===== src/rtl/lifo_reader.sv =====
// lifo_reader: drains an attached LIFO into a valid/ready stream.
// A start request latches the current occupancy as the burst length; words are
// popped through a 2-entry skid buffer so the sink sees 1 word/cycle when ready,
// with last_o on the final word and a done_o pulse once that word is accepted.
module lifo_reader #(
    parameter int unsigned DWIDTH = 8,
    parameter int unsigned AWIDTH = 3
) (
    input  logic              clk_i,
    input  logic              rst_n_i,
    input  logic              start_i,
    input  logic              lifo_empty_i,
    input  logic [AWIDTH:0]   lifo_usedw_i,
    input  logic [DWIDTH-1:0] lifo_q_i,
    output logic              lifo_rdreq_o,
    output logic [DWIDTH-1:0] data_o,
    output logic              valid_o,
    input  logic              ready_i,
    output logic              last_o,
    output logic              busy_o,
    output logic              done_o
);

    localparam int unsigned CW = AWIDTH + 1;

    typedef enum logic {
        ST_IDLE  = 1'b0,
        ST_DRAIN = 1'b1
    } state_t;

    state_t            r_state;
    state_t            w_state_n;

    logic [CW-1:0]     r_len;
    logic [CW-1:0]     r_remaining;
    logic [CW-1:0]     r_sent;
    logic [DWIDTH-1:0] r_buf0;
    logic [DWIDTH-1:0] r_buf1;
    logic              r_head;
    logic [1:0]        r_cnt;
    logic              r_inflight;

    logic              w_pop;
    logic              w_start_ok;
    logic              w_last_xfer;
    logic              w_busy_n;
    logic              w_done_n;
    logic [2:0]        w_occ;
    logic              w_tail;
    logic              w_head_n;
    logic [1:0]        w_cnt_n;
    logic [DWIDTH-1:0] w_buf0_n;
    logic [DWIDTH-1:0] w_buf1_n;
    logic [CW-1:0]     w_sent_n;
    logic [CW-1:0]     w_len_m1;

    assign w_pop       = valid_o & ready_i;
    assign w_start_ok  = (r_state == ST_IDLE) & start_i & ~lifo_empty_i;
    assign w_last_xfer = w_pop & last_o;

    // State register
    always_ff @(posedge clk_i or negedge rst_n_i) begin
        if (!rst_n_i) begin
            r_state <= ST_IDLE;
        end else begin
            r_state <= w_state_n;
        end
    end

    // Next-state: a start on an empty LIFO is ignored; the burst ends on the accepted last word
    always_comb begin
        w_state_n = r_state;
        case (r_state)
            ST_IDLE:  if (w_start_ok)  w_state_n = ST_DRAIN;
            ST_DRAIN: if (w_last_xfer) w_state_n = ST_IDLE;
            default:  w_state_n = ST_IDLE;
        endcase
    end

    // FSM outputs: pop request keeps buffered + in-flight words at or below two after this cycle's pop
    always_comb begin
        lifo_rdreq_o = 1'b0;
        w_done_n     = 1'b0;
        w_busy_n     = (w_state_n == ST_DRAIN);
        w_occ        = 3'(r_cnt) + 3'(r_inflight);
        if (r_state == ST_DRAIN) begin
            lifo_rdreq_o = (r_remaining != '0) && !lifo_empty_i
                           && (w_occ < (3'd2 + 3'(w_pop)));
            w_done_n     = w_last_xfer;
        end
    end

    // Skid buffer next state: in-flight word lands at the tail, a pop advances the head
    always_comb begin
        w_tail   = r_head ^ r_cnt[0];
        w_buf0_n = r_buf0;
        w_buf1_n = r_buf1;
        if (r_inflight) begin
            if (w_tail) w_buf1_n = lifo_q_i;
            else        w_buf0_n = lifo_q_i;
        end
        w_head_n = r_head ^ w_pop;
        w_cnt_n  = r_cnt + 2'(r_inflight) - 2'(w_pop);
        w_sent_n = r_sent + CW'(w_pop);
        w_len_m1 = r_len - CW'(1);
    end

    // Datapath and registered stream/status outputs
    always_ff @(posedge clk_i or negedge rst_n_i) begin
        if (!rst_n_i) begin
            r_len       <= '0;
            r_remaining <= '0;
            r_sent      <= '0;
            r_buf0      <= '0;
            r_buf1      <= '0;
            r_head      <= 1'b0;
            r_cnt       <= 2'd0;
            r_inflight  <= 1'b0;
            data_o      <= '0;
            valid_o     <= 1'b0;
            last_o      <= 1'b0;
            busy_o      <= 1'b0;
            done_o      <= 1'b0;
        end else begin
            if (w_start_ok) begin
                r_len       <= lifo_usedw_i;
                r_remaining <= lifo_usedw_i;
                r_sent      <= '0;
            end else begin
                if (lifo_rdreq_o) r_remaining <= r_remaining - CW'(1);
                r_sent <= w_sent_n;
            end
            r_inflight <= lifo_rdreq_o;
            r_buf0     <= w_buf0_n;
            r_buf1     <= w_buf1_n;
            r_head     <= w_head_n;
            r_cnt      <= w_cnt_n;
            data_o     <= w_head_n ? w_buf1_n : w_buf0_n;
            valid_o    <= (w_cnt_n != 2'd0);
            last_o     <= (w_cnt_n != 2'd0) && (w_sent_n == w_len_m1) && !w_start_ok;
            busy_o     <= w_busy_n;
            done_o     <= w_done_n;
        end
    end

endmodule


===== config.mk =====
export PLATFORM = sky130hd
export DESIGN_NAME = lifo_reader
export DESIGN_NICKNAME = d
export VERILOG_FILES = /design/src/rtl/lifo_reader.sv
export SDC_FILE = /design/constraint.sdc
export NUM_CORES = 1
export LEC_CHECK = 0
export ABC_CLOCK_PERIOD_IN_PS = 4800
export CORE_ASPECT_RATIO = 0.7
export CORE_MARGIN = 5
export CORE_UTILIZATION = 66
export DETAILED_ROUTE_END_ITERATION = 8
export DONT_BUFFER_PORTS = 1
export PLACE_DENSITY = 0.91
export SYNTH_ARGS = -nofsm -noshare
export SYNTH_HDL_FRONTEND = slang
export SYNTH_SLANG_ARGS = --single-unit

===== constraint.sdc =====
create_clock -name clk_i -period 4.8 [get_ports clk_i]
set_input_delay 1.44 -clock clk_i [delete_from_list [all_inputs] [get_ports clk_i]]
set_output_delay 1.44 -clock clk_i [all_outputs]
set_load 0.02 [all_outputs]

==> summary.log <==
[outcome] outcome finished clean
[placed_design] total half-perimeter wirelength after legalization and detailed placement 2.62 mm
[worst_setup_path] origin of the critical flop-to-flop path r_cnt[0]
[routing] Residual DRC 0
[power] Power per Cell Area 781 nW/µm²
[power] Max IR drop VDD 0.452 mV
[global_routing] aggregate global-route resource usage 0.195
[timing] Final Skew 3.88 ps
[clock_network] number of buffers created by CTS 5
[worst_setup_path] logic depth of the worst register-to-register path 6
[power] internal power 1.06 mW
[power] P_sw 0.596 mW
[worst_setup_path] category of cells accounting for the largest share of critical-path delay compound AO/OA/AOI/OAI gates
[synthesis] simple-gate area share of the yosys netlist 0.127
[routing] routed via count 1218
[hold_path] worst min-delay path class flip-flop to flip-flop
[cells_and_area] Fill cells 180
[timing] time the final worst path needs with I/O delays and setup 3750 ps
[synthesis] Compound-Gate Fraction of Synth Area 0.0937
[synthesis] Synth warnings 0
[timing] final critical-path share of the clock period 0.781
[hold_path] WHS Path Cells 1
[routing] via count normalized by instance count 6.12
[worst_setup_path] highest net fanout along the worst path 7
[floorplanning] Floorplan Core Area 2840 µm²
[worst_setup_path] endpoint type of the worst setup path primary output
[worst_setup_path] Critical Path Source lifo_empty_i
[worst_setup_path] setup slack on the worst flop-to-flop path 2630 ps
[synthesis] Netlist cell types 29
[worst_setup_path] buffers plus inverters on the worst setup path 0
[power] portion of total power attributed to sequential cells 0.434
[worst_setup_path] Setup Crit Path Kind input port to primary output
[placed_design] setup slack at placement 1050 ps
[timing] Setup Total Neg Slack 0 ps
[routing] drt initial violations 159
[floorplanning] die width 75.4 µm
[floorplanning] Starting Density 0.695
[power] Comb pwr share 0.399
[synthesis] average size of a mapped cell 12.6 µm²
[hold_path] startpoint of the worst hold path r_buf1[3]
[clock_network] number of sinks on the clock net 44
[global_routing] antenna violations before repair 0
[synthesis] number of cells produced by synthesis 157
[timing] worst path setup slack after routing 1050 ps
[worst_setup_path] worst endpoint data arrival time 2310 ps
[global_routing] maximum number of pins on one net before global-route repair 45
[power] Clk network pwr share 0.167
[hold_path] endpoint with the worst hold slack r_buf1[3]
[cells_and_area] P&R area growth vs syn 7.34%
[timing] Fin. Hold Viols 0
[clock_network] Post CTS Setup Buffer Count 0
[clock_network] maximum count of clock buffers along a single path 2
[clock_network] number of H-tree levels 2
[floorplanning] die outline height 55.8 µm
[timing] slew at the pin closest to its max-slew limit 792 ps
[synthesis] share of synthesized cell area in full adder, half adder and majority cells 0.0506
[run] number of maximum-capacitance constraint violations 0
[routing] Routed WL per cell 18.6 µm
[worst_setup_path] worst reg2reg endpoint r_remaining[3]
[synthesis] combinational family with the most area after synthesis simple AND/OR/NAND/NOR gates
[global_routing] vias in the first global route 1225
[clock_network] post-cts resize count 0
[cells_and_area] layout cell share with drive strength beyond 1 0.282
[synthesis] Synth Net Count 182
[floorplanning] # IOs 30
[timing] worst max-slew margin expressed relative to the limit 0.466
[synthesis] part of the Yosys area used for sequential elements 0.557
[floorplanning] num rows 16
[clock_network] buffer type at the clock tree root clkbuf_8
[synthesis] synthesized-area fraction occupied by xor and xnor cells 0.0576
[power] Pleak 0.928 nW
[timing] number of setup violations in the final report 0
[clock_network] count of hold-fix buffers inserted at cts 0
[cells_and_area] number of antenna diodes 0
[worst_setup_path] slowest CP cell a211oi_4
[synthesis] multiplexer share of the synthesized area 0.0911
[cells_and_area] post-layout net count 187
[worst_setup_path] delay of the slowest cell on the worst path 470 ps
[routing] Detail Route Antenna Nets 0
[worst_setup_path] sequence of cells on the critical path or3b_4, a211oi_4
[timing] highest clock rate 0.267 GHz
[synthesis] combined area of all synthesized cells 1980 µm²
[global_routing] remaining global-route overflow 0
[routing] Initial DRT Pass Iterations 5
[timing] RSZ-0062 raised after global routing no
[global_routing] global-route wire length before repair 6.12 mm
[timing] final max-slew violation count 0
[power] switching power as a share of total power 0.359
[routing] aggregate routed wire length 3.69 mm
[placed_design] port buffer count 0
[floorplanning] Die Footprint 4210 µm²
[clock_network] clk slew on worst S/H paths 80 ps
[clock_network] later-pin clock latency in the skew report 300 ps
[placed_design] Routability Congestion 0.840
[worst_setup_path] critical path required time 3360 ps
[worst_setup_path] nature of the critical path startpoint input port
[synthesis] register bit total from synthesis 44
[clock_network] TritonCTS clock tree built
[metal layers]
layer | GRT usage | part of all wire
met2 | 0.274 | 0.45
met3 | 0.0758 | 0.082
met1 | 0.277 | 0.45
met4 | 0.0599 | 0.014
met5 | 0 | 0
[cells by family (layout without fill, tap and decap cells)]
logic type      count (synthesis)  after routing
mux                            16             16
compound gates                 21             21
flops                          44             44
simple gates                   44             44
buf+inv                        11             17
xor+xnor                       13             13
fa+ha+maj                       8              8
[synthesized netlist by cell type, drive strengths merged]
cell type / number / area (µm²)
nor3: 4 / 20.0
a211o: 1 / 8.76
ha: 8 / 100
o221a: 8 / 90.1
xnor2: 11 / 96.3
and4b: 1 / 10.0
xor2: 2 / 17.5
nor3b: 2 / 15.0
inv: 8 / 30.0
and2: 3 / 18.8
a211oi: 1 / 20.0
buf: 3 / 15.0
dfrtp: 44 / 1100
nand2: 11 / 41.3
o311ai: 2 / 17.5
o21ai: 4 / 23.8
and3: 2 / 13.8
a21oi: 5 / 25.0
nand3: 2 / 10.0
or3b: 2 / 20.0
and4: 1 / 8.76
nand2b: 3 / 18.8
nor2: 3 / 11.3
or2: 9 / 56.3
nand3b: 1 / 7.51
mux2: 16 / 180
[state kept, by name, indices dropped and copies added (netlist names)]
signal,flops
last_o,1
r_buf0,8
r_remaining,4
r_len,4
r_buf1,8
valid_o,1
r_inflight,1
data_o,8
r_sent,4
busy_o,1
r_cnt,2
done_o,1
r_head,1
[stage by stage]
stage / util / instances / hold slack [ps] / cell area, µm² / total power [mW]
after global routing: 0.746 / 199 / 529 / 2120 / 1.77
final: 0.746 / 199 / 512 / 2120 / 1.66
after floorplan: - / 157 / 465 / 1980 / 1.24
after CTS: 0.746 / 199 / 513 / 2120 / 1.66
after global placement: 0.709 / 191 / 482 / 2010 / 1.32
after detailed placement: 0.709 / 191 / 496 / 2010 / 1.38
[how the worst max path moves through the flow]
stage                         endpoint  slack, ps  depth (start not counted)
after floorplan           lifo_rdreq_o       1150                          2
after global placement    lifo_rdreq_o       1090                          2
after detailed placement  lifo_rdreq_o       1050                          2
after CTS                 lifo_rdreq_o       1040                          2
after global routing      lifo_rdreq_o       1030                          2
final                     lifo_rdreq_o       1050                          2
[cell type report]
| class | count | area [µm²] | area share |
|---|---|---|---|
| inverters | 8 | 30.0 | 0.0142 |
| clock buffers | 6 | 72.6 | 0.0342 |
| clock inverters | 2 | 35.0 | 0.0165 |
| multi-input cells | 102 | 831 | 0.392 |
| well taps | 36 | 45.0 | 0.0212 |
| repair buffers | 1 | 7.51 | 0.00354 |
| flip-flops and latches | 44 | 1100 | 0.519 |
[power by group through the flow]
stage                     registers, mW  clock network [mW]  logic (mW)
after global placement            0.712                   0       0.613
after floorplan                   0.692                   0       0.548
after global routing              0.737               0.297       0.737
after detailed placement          0.727                   0       0.651
after CTS                         0.718               0.278       0.661
final                             0.719               0.278       0.661
[placed cells by master (no fill, tap or decap)]
master     instances
dfrtp_1           44
mux2_2            16
xnor2_1           11
nand2_1           11
or2_2              9
o221a_2            8
inv_1              8
ha_1               8
a21oi_1            5
clkbuf_8           5
nor3_1             4
nand2b_1           3
and2_1             3
o21ai_0            3
nor2_1             3
xor2_1             2
nor3b_1            2
nand3_1            2
o311ai_0           2
and3_1             1
or3b_2             1
and4_1             1
nand3b_1           1
or3b_4             1
a211oi_4           1
and3_2             1
and4b_1            1
a211o_1            1
o21ai_2            1
bufinv_16          1
clkinv_2           1
clkbuf_1           1
buf_4              1
Note: power is estimated with default switching activity, not from simulation.
